## src/rtl/demux_pkg.sv

```systemverilog
// Shared constants for the registered 1:6 demultiplexer.
// Slot count, select width, FSM encodings and mode values.
package demux_pkg;
  localparam int NUM_SLOTS = 6;
  localparam int SEL_W = 3;

  localparam logic [1:0] ST_IDLE = 2'd0;
  localparam logic [1:0] ST_FILL = 2'd1;
  localparam logic [1:0] ST_FULL = 2'd2;

  localparam logic MODE_MANUAL = 1'b0;
  localparam logic MODE_AUTO = 1'b1;

  function automatic logic [SEL_W-1:0] ptr_next(
    input logic [SEL_W-1:0] p
  );
    return (p == SEL_W'(NUM_SLOTS - 1)) ? '0 : p + 1'b1;
  endfunction
endpackage

```

## src/rtl/demux_slot_reg.sv

```systemverilog
// One slot register of the 1:6 demultiplexer.
// Holds its word until the next write or reset.
module demux_slot_reg #(
  parameter int WIDTH = 8
) (
  input  logic             clk,
  input  logic             rst_n,
  input  logic             we,
  input  logic [WIDTH-1:0] d,
  output logic [WIDTH-1:0] q
);
  always_ff @(posedge clk or negedge rst_n) begin
    if (!rst_n) q <= '0;
    else if (we) q <= d;
  end
endmodule

```

## src/rtl/demux1ne6_seq.sv

```systemverilog
// Registered 1:6 demux with manual/auto slot selection,
// occupancy tracking and full/err/ovr flags.
module demux1ne6_seq
  import demux_pkg::*;
#(
  parameter int WIDTH = 8
) (
  input  logic             clk,
  input  logic             rst_n,
  input  logic [WIDTH-1:0] in_data,
  input  logic             in_valid,
  output logic             in_ready,
  input  logic             mode,
  input  logic [SEL_W-1:0] S,
  input  logic             clear,
  output logic [WIDTH-1:0] out0,
  output logic [WIDTH-1:0] out1,
  output logic [WIDTH-1:0] out2,
  output logic [WIDTH-1:0] out3,
  output logic [WIDTH-1:0] out4,
  output logic [WIDTH-1:0] out5,
  output logic [NUM_SLOTS-1:0] slot_valid,
  output logic             full,
  output logic             err,
  output logic             ovr
);
  logic [SEL_W-1:0]     ptr_q;
  logic [1:0]           state_q, state_d;
  logic [NUM_SLOTS-1:0] valid_q, valid_d;
  logic [NUM_SLOTS-1:0] wr_en;
  logic [WIDTH-1:0]     slot_q [NUM_SLOTS];
  logic [SEL_W-1:0]     tgt;
  logic                 auto_m, xfer, legal;

  assign auto_m = (mode == MODE_AUTO);
  assign full = (state_q == ST_FULL);
  assign in_ready = rst_n && !clear && !(auto_m && full);
  assign xfer = in_valid && in_ready;
  assign tgt = auto_m ? ptr_q : S;
  assign legal = auto_m || (S < SEL_W'(NUM_SLOTS));

  // One-hot write strobe; illegal selects never reach a slot
  assign wr_en = (xfer && legal)
               ? (NUM_SLOTS'(1) << tgt) : '0;
  assign valid_d = valid_q | wr_en;

  always_comb begin
    state_d = ST_IDLE;
    if (clear) state_d = ST_IDLE;
    else if (&valid_d) state_d = ST_FULL;
    else if (|valid_d) state_d = ST_FILL;
  end

  always_ff @(posedge clk or negedge rst_n) begin
    if (!rst_n) begin
      ptr_q   <= '0;
      state_q <= ST_IDLE;
      valid_q <= '0;
      err     <= 1'b0;
      ovr     <= 1'b0;
    end else begin
      state_q <= state_d;
      valid_q <= clear ? '0 : valid_d;
      err <= xfer && !auto_m && !legal;
      ovr <= xfer && (mode == MODE_MANUAL)
          && |(valid_q & wr_en);
      if (clear) ptr_q <= '0;
      else if (xfer && auto_m) ptr_q <= ptr_next(ptr_q);
    end
  end

  for (genvar k = 0; k < NUM_SLOTS; k++) begin : g_slot
    demux_slot_reg #(.WIDTH(WIDTH)) u_reg (
      .clk  (clk),
      .rst_n(rst_n),
      .we   (wr_en[k]),
      .d    (in_data),
      .q    (slot_q[k])
    );
  end

  assign slot_valid = valid_q;
  assign out0 = slot_q[0];
  assign out1 = slot_q[1];
  assign out2 = slot_q[2];
  assign out3 = slot_q[3];
  assign out4 = slot_q[4];
  assign out5 = slot_q[5];
endmodule

```

## config.mk

```make
export PLATFORM = sky130hd
export DESIGN_NAME = demux1ne6_seq
export DESIGN_NICKNAME = d
export VERILOG_FILES = /design/src/rtl/demux_pkg.sv /design/src/rtl/demux_slot_reg.sv /design/src/rtl/demux1ne6_seq.sv
export SDC_FILE = /design/constraint.sdc
export NUM_CORES = 1
export LEC_CHECK = 0
export CAP_MARGIN = 15
export CORE_ASPECT_RATIO = 1.25
export CORE_MARGIN = 2
export CORE_UTILIZATION = 35
export CTS_BUF_LIST = sky130_fd_sc_hd__clkbuf_16
export DETAILED_ROUTE_END_ITERATION = 12
export SLEW_MARGIN = 20
export SYNTH_ARGS = -nofsm -noshare
export SYNTH_HDL_FRONTEND = slang
export SYNTH_SLANG_ARGS = --single-unit
```

## constraint.sdc

```tcl
create_clock -name clk -period 2.4 [get_ports clk]
set_input_delay 0.24 -clock clk [delete_from_list [all_inputs] [get_ports clk]]
set_output_delay 0.24 -clock clk [all_outputs]
set_load 0.03 [all_outputs]
```

=== Word level (Yosys, flattened, before mapping) ===
Cells that the tools add are included.

* Add/sub/neg operators: 1
* $lt $le $gt $ge: 1
* Equal/unequal tests: 2
* Shift-type cells: 1
* Mux-type cells: 9
* Bitwise operators: 3
* Reduce and logical (&&, ||, !) cells: 19

{| class="wikitable"
|+ Operator list
! kind !! count
|-
| two-way mux 3 bit || 4
|-
| two-way mux 6 bit || 2
|-
| OR reduction 6 bit || 2
|-
| logical AND 1 bit || 10
|-
| bitwise AND 6 bit || 1
|-
| OR 6 bit || 1
|-
| AND reduction 6 bit || 1
|-
| << shifter 1 x 3 -> 6 bit (first input constant) || 1
|-
| zero test 1 bit || 4
|-
| two-way mux 2 bit || 2
|-
| adder 3 x 1 -> 3 bit (second input constant) || 1
|-
| == test 3 bit (second input constant) || 1
|-
| less-than comparator 3 bit (second input constant) || 1
|-
| == test 2 bit (second input constant) || 1
|-
| nonzero test 2 bit || 1
|-
| logical OR 1 bit || 1
|-
| two-way mux 1 bit || 1
|-
| inverter 1 bit || 1
|}

* Register bits: 61
* Input port bits: 16
* Output and inout port bits: 58
* Word-level logic and storage cells: 47

=== Depth between registers and ports, before layout ===
* Depth after elaboration: 12
* Mapped depth: 8
* Depth with buffers taken out: 5

=== Cells and area by module ===
Synthesis repeated with hierarchy kept, for this count alone.

* Cell total of the unflattened synthesis: 192
* Area total of the unflattened synthesis: 2,808.9 um2

{| class="wikitable"
|+ Modules (own cells, without submodules)
! module !! times used !! cells an instance !! area each (um2) !! seq. area each (um2)
|-
| demux_slot_reg || 6 || 17 || 331.6 || 200.2
|-
| demux1ne6_seq || 1 || 90 || 819.5 || 325.3
|}

=== Worst setup path after synthesis ===
Ideal clock, no wire load.

* Kind: reg-to-reg
* Start point: reg ptr_q[0]
* End point: reg state_q[1]
* Setup time: 94 ps
* Arrival time: 1,938 ps
* Data required time: 2,306 ps
* Slack: 368 ps
* Stages on the path, launching flop included: 7
* Buffers on the path: 1
* Clock period less this slack: 2,032 ps
* Cell sequence: dfrtp_1 or3b_1 a2111o_1 buf_2 or2_1 a22oi_2 nor4b_4

* Longest elaborated chain between the ends: 7

{| class="wikitable"
|+ Ends and longest elaborated chain
! what !! line !! RTL
|-
| from (decl) || demux1ne6_seq.sv:27 || <nowiki>logic [SEL_W-1:0] ptr_q;</nowiki>
|-
| from (signal assigned) || demux1ne6_seq.sv:68 || <nowiki>else if (xfer && auto_m) ptr_q <= ptr_next(ptr_q);</nowiki>
|-
| two-way mux 3 bit || demux1ne6_seq.sv:39 || <nowiki>assign tgt = auto_m ? ptr_q : S;</nowiki>
|-
| << shifter 1 x 3 -> 6 bit || demux1ne6_seq.sv:44 || <nowiki>? (NUM_SLOTS'(1) << tgt) : '0;</nowiki>
|-
| two-way mux 6 bit || demux1ne6_seq.sv:44 ||
|-
| OR 6 bit || demux1ne6_seq.sv:45 || <nowiki>assign valid_d = valid_q | wr_en;</nowiki>
|-
| AND reduction 6 bit || demux1ne6_seq.sv:50 || <nowiki>else if (&valid_d) state_d = ST_FULL;</nowiki>
|-
| two-way mux 2 bit || demux1ne6_seq.sv:50 ||
|-
| two-way mux 2 bit || demux1ne6_seq.sv:49 || <nowiki>if (clear) state_d = ST_IDLE;</nowiki>
|-
| via state_d[1] || demux1ne6_seq.sv:28 || <nowiki>logic [1:0] state_q, state_d;</nowiki>
|-
| to (signal assigned) || demux1ne6_seq.sv:62 || <nowiki>state_q <= state_d;</nowiki>
|-
| to (decl) || demux1ne6_seq.sv:28 ||
|}

The timed path passes the listed nets, and every way through them passes these cells.
A chain may end at the register's enable or synchronous reset.

=== Worst setup path in the final report ===
* Start point: in mode
* End point: reg g_slot[5].u_reg.q[4]

* Longest elaborated chain between the ends: 6
* Elaborated cells on any way between the ends: 9
* Those cells by class: shift (1); mux (2); reduce/logical (6)

{| class="wikitable"
|+ Ends and longest elaborated chain
! what !! line !! RTL
|-
| from (decl) || demux1ne6_seq.sv:13 || <nowiki>input logic mode,</nowiki>
|-
| logical AND 1 bit || demux1ne6_seq.sv:37 || <nowiki>assign in_ready = rst_n && !clear && !(auto_m && full);</nowiki>
|-
| zero test 1 bit || demux1ne6_seq.sv:37 ||
|-
| logical AND 1 bit || demux1ne6_seq.sv:37 ||
|-
| logical AND 1 bit || demux1ne6_seq.sv:38 || <nowiki>assign xfer = in_valid && in_ready;</nowiki>
|-
| logical AND 1 bit || demux1ne6_seq.sv:43 || <nowiki>assign wr_en = (xfer && legal)</nowiki>
|-
| two-way mux 6 bit * || demux1ne6_seq.sv:44 ||
|-
| to (signal assigned) || demux_slot_reg.sv:13 || <nowiki>if (!rst_n) q <= '0;</nowiki>
|-
| to (signal assigned) || demux_slot_reg.sv:14 || <nowiki>else if (we) q <= d;</nowiki>
|-
| to (decl) || demux_slot_reg.sv:10 || <nowiki>output logic [WIDTH-1:0] q</nowiki>
|}

Mark *: on every way between the ends. The rest lies on a longest branch, timed or not.

==> qor.csv <==
stage,metric,value,unit
placement,PortBufs,73,
setup_path,crit start category,primary input,
finish,final cell count without fillers,385,
yosys,Yosys top cell by area,dfrtp_1,
die,row cnt,35,
grt,vias in the first global route,1946,
pwr,Total Power,3310,uW
pwr,P per Cell Area,853,nW/um2
drt,drt initial violations,76,
sta,Fmax achieved,0.467,GHz
sta,final-report setup violation count,0,
setup_path,critical path type,in -> reg,
yosys,post-synth top area share,0.576,
drt,DR WL met2,3190,um
cts,CTS buffer count,9,
drt,post-route ant nets,0,
drt,WL/cell,16.6,um
yosys,fraction of registers with async set/reset,1.00,
cts,clock-pin slew on the worst setup and hold paths,0.05,ns
grt,largest net degree at the start of global routing,62,
drt,met3 routed wirelength,277,um
drt,routed length on met1,2840,um
finish,Layout Nets,304,
pwr,leakage power,0.00167,uW
sta,Final Hold Fails,0,
cts,Max Root-Sink Buffers,2,
die,Initial Utilization,0.360,
sta,worst-margin pin slew,0.778,ns
drt,WL final,6380,um
yosys,largest cells by area after synthesis,"dfrtp_1 58%, mux2_2 21%, a2111oi_4 3.1%, nor2_1 2.0%, nand2_1 1.6%",
sta,Fin Clk Skew,0.00404,ns
cts,CTS tree,done,
hold_path,worst hold path class,in -> async,
placement,placed cells,369,
finish,filler instances,660,
cts,CTS root buf,clkbuf_16,
cts,worst skew pair latency,0.32,ns
sta,crit share post-route,0.892,
finish,Syn-to-layout area delta,46.5,%
setup_path,worst reg-to-reg setup slack,0.31,ns
yosys,Post-Syn Area,2650,um2
setup_path,Critical Path RT,2.60,ns
die,die area,8290,um2
placement,RePlAce Congestion,0.824,
cts,# clock sinks,61,
grt,first-pass GRT wire length,10300,um
status,outcome,finished clean,
setup_path,Worst Path Max Fanout,9,
sta,unrepaired setup endpoints after global routing,false,
drt,First-pass DRT Iterations,4,
drt,drt drc,0,
die,io pins,74,
drt,routed via count,1909,
grt,GRT Util Overall,0.167,
setup_path,Worst Path Arrival,2.34,ns
yosys,Netlist cell types,38,
yosys,"flops & latches, synth",61,
cts,Post-CTS Setup Bufs,0,
cts,cts hold-fix bufs,0,
setup_path,kind of end point of the critical path,register,
drt,Max Used Layer,met4,
sta,max-slew violations,0,
die,chip height,101,um
die,core area,7360,um2
placement,DP Wirelength,4550,um
finish,layout cells sized above 1,0.338,
grt,total grt overflow,0,
run,Max Cap Viol,0,
yosys,"EDFF count, synth",0,
drt,Vias per Instance,4.96,
cts,PostCTS Resize Cnt,0,
pwr,maximum VDD drop,0.400,mV
die,Die W,81.8,um
finish,# diodes,0,
yosys,"Seq/Total Area, Yosys",0.576,
yosys,post-synthesis cell count,190,
yosys,syn avg cell area,14.0,um2
yosys,Synth Flop Type,dfrtp_1,
grt,initial antenna violation count,0,
sta,Tmin final,2.14,ns
yosys,Yosys warning count,0,
cts,CTS H-tree lvls,3,
yosys,total nets after synthesis,206,
sta,Slew HR,0.481,
-- synth_stat cells (all sizes together) (2+ instances only) --
library cell / n
dfrtp: 61
mux2: 49
nor2: 14
nand2: 11
buf: 5
a21oi: 4
nand3b: 4
o21ai: 4
a2111oi: 3
a221oi: 3
inv: 3
nor3: 3
or3: 3
or3b: 3
a211oi: 2
clkbuf: 2
mux2i: 2
nand2b: 2
or2: 2
-- layer usage --
metal,global-route usage,vias to the layer above
met5,0,-
met4,0.0577,0
met3,0.0463,6
met2,0.265,52
met1,0.219,966
li1,-,885
-- critical path, cell delays in order --
cell and delay, ns:
clkdlybuf4s50_1 0.43, buf_4 0.18, or3b_4 0.43, a2111oi_4 0.47
buf_4 0.24, mux2_2 0.34
-- path summary, 6_finish.rpt --
check,start,end,depth (start not counted)
min reg2reg,g_slot[3].u_reg.q[0]$_DFFE_PN0P_,g_slot[3].u_reg.q[0]$_DFFE_PN0P_,1
max,mode,g_slot[5].u_reg.q[4]$_DFFE_PN0P_,6
min in group clk,rst_n,err$_DFF_PN0_,4
max in group asynchronous,rst_n,ovr$_DFF_PN0_,2
min,rst_n,ptr_q[1]$_DFFE_PN0P_,2
max reg2reg,ptr_q[2]$_DFFE_PN0P_,g_slot[2].u_reg.q[7]$_DFFE_PN0P_,5
-- flip-flops by register name, summed over array words and instances, names as in the netlist --
name            flops
state_q             2
err                 1
slot_valid          6
ovr                 1
ptr_q               3
g_slot.u_reg.q     48
-- cell families (layout without fill, tap and decap cells) --
kind of cell | Yosys count | in the layout | share of synthesized area
AOI/OAI and AO/OA | 21 | 21 | 0.0859
buffers and inverters | 10 | 113 | 0.0198
DFF | 61 | 61 | 0.576
muxes | 51 | 51 | 0.216
and+or+nand+nor | 47 | 47 | 0.103
-- stage by stage --
stage                      util  hold slack (ns)  cell area (um2)  setup WS, ns  setup TNS, ns
after global routing      0.528            0.184             3880         0.203              0
after detailed placement  0.492            0.495             3620       -0.0662         -0.864
after CTS                 0.528            0.154             3880         0.259              0
after floorplan               -          -0.0556             2650         0.368              0
after global placement    0.492            0.489             3620       -0.0464         -0.613
final                     0.528            0.115             3880         0.260              0
-- cell usage in the layout, fill, tap and decap left out, types with 2 or more instances in the layout --
cell type        count
a21oi_1              4
clkinv_1             2
or3_4                2
a2111oi_4            3
clkdlybuf4s50_1     71
o21ai_0              2
nor2_1              14
clkbuf_16            9
mux2_2              49
nand2b_1             2
buf_4               21
clkinvlp_4           2
nor3_1               3
nand2_1             11
clkinv_2             2
dfrtp_1             61
mux2i_1              2
inv_1                3
a221oi_2             2
nand3b_1             4
a211oi_1             2
-- cell type report --
type / instances / area, um2 / share of cell area
clock buffer: 9 / 225 / 0.0580
clock inverter: 7 / 41.3 / 0.0106
inverter: 3 / 11.3 / 0.00290
multi-input combinational: 119 / 1070 / 0.276
sequential: 61 / 1530 / 0.393
tap: 92 / 115 / 0.0296
timing repair buffer: 94 / 893 / 0.230
-- where the power goes --
part | total, uW | internal, uW | switching, uW
Combinational | 902 | 416 | 486
Sequential | 1280 | 1190 | 90.2
Clock | 1140 | 689 | 447
Note: power is estimated with default switching activity, not from simulation.
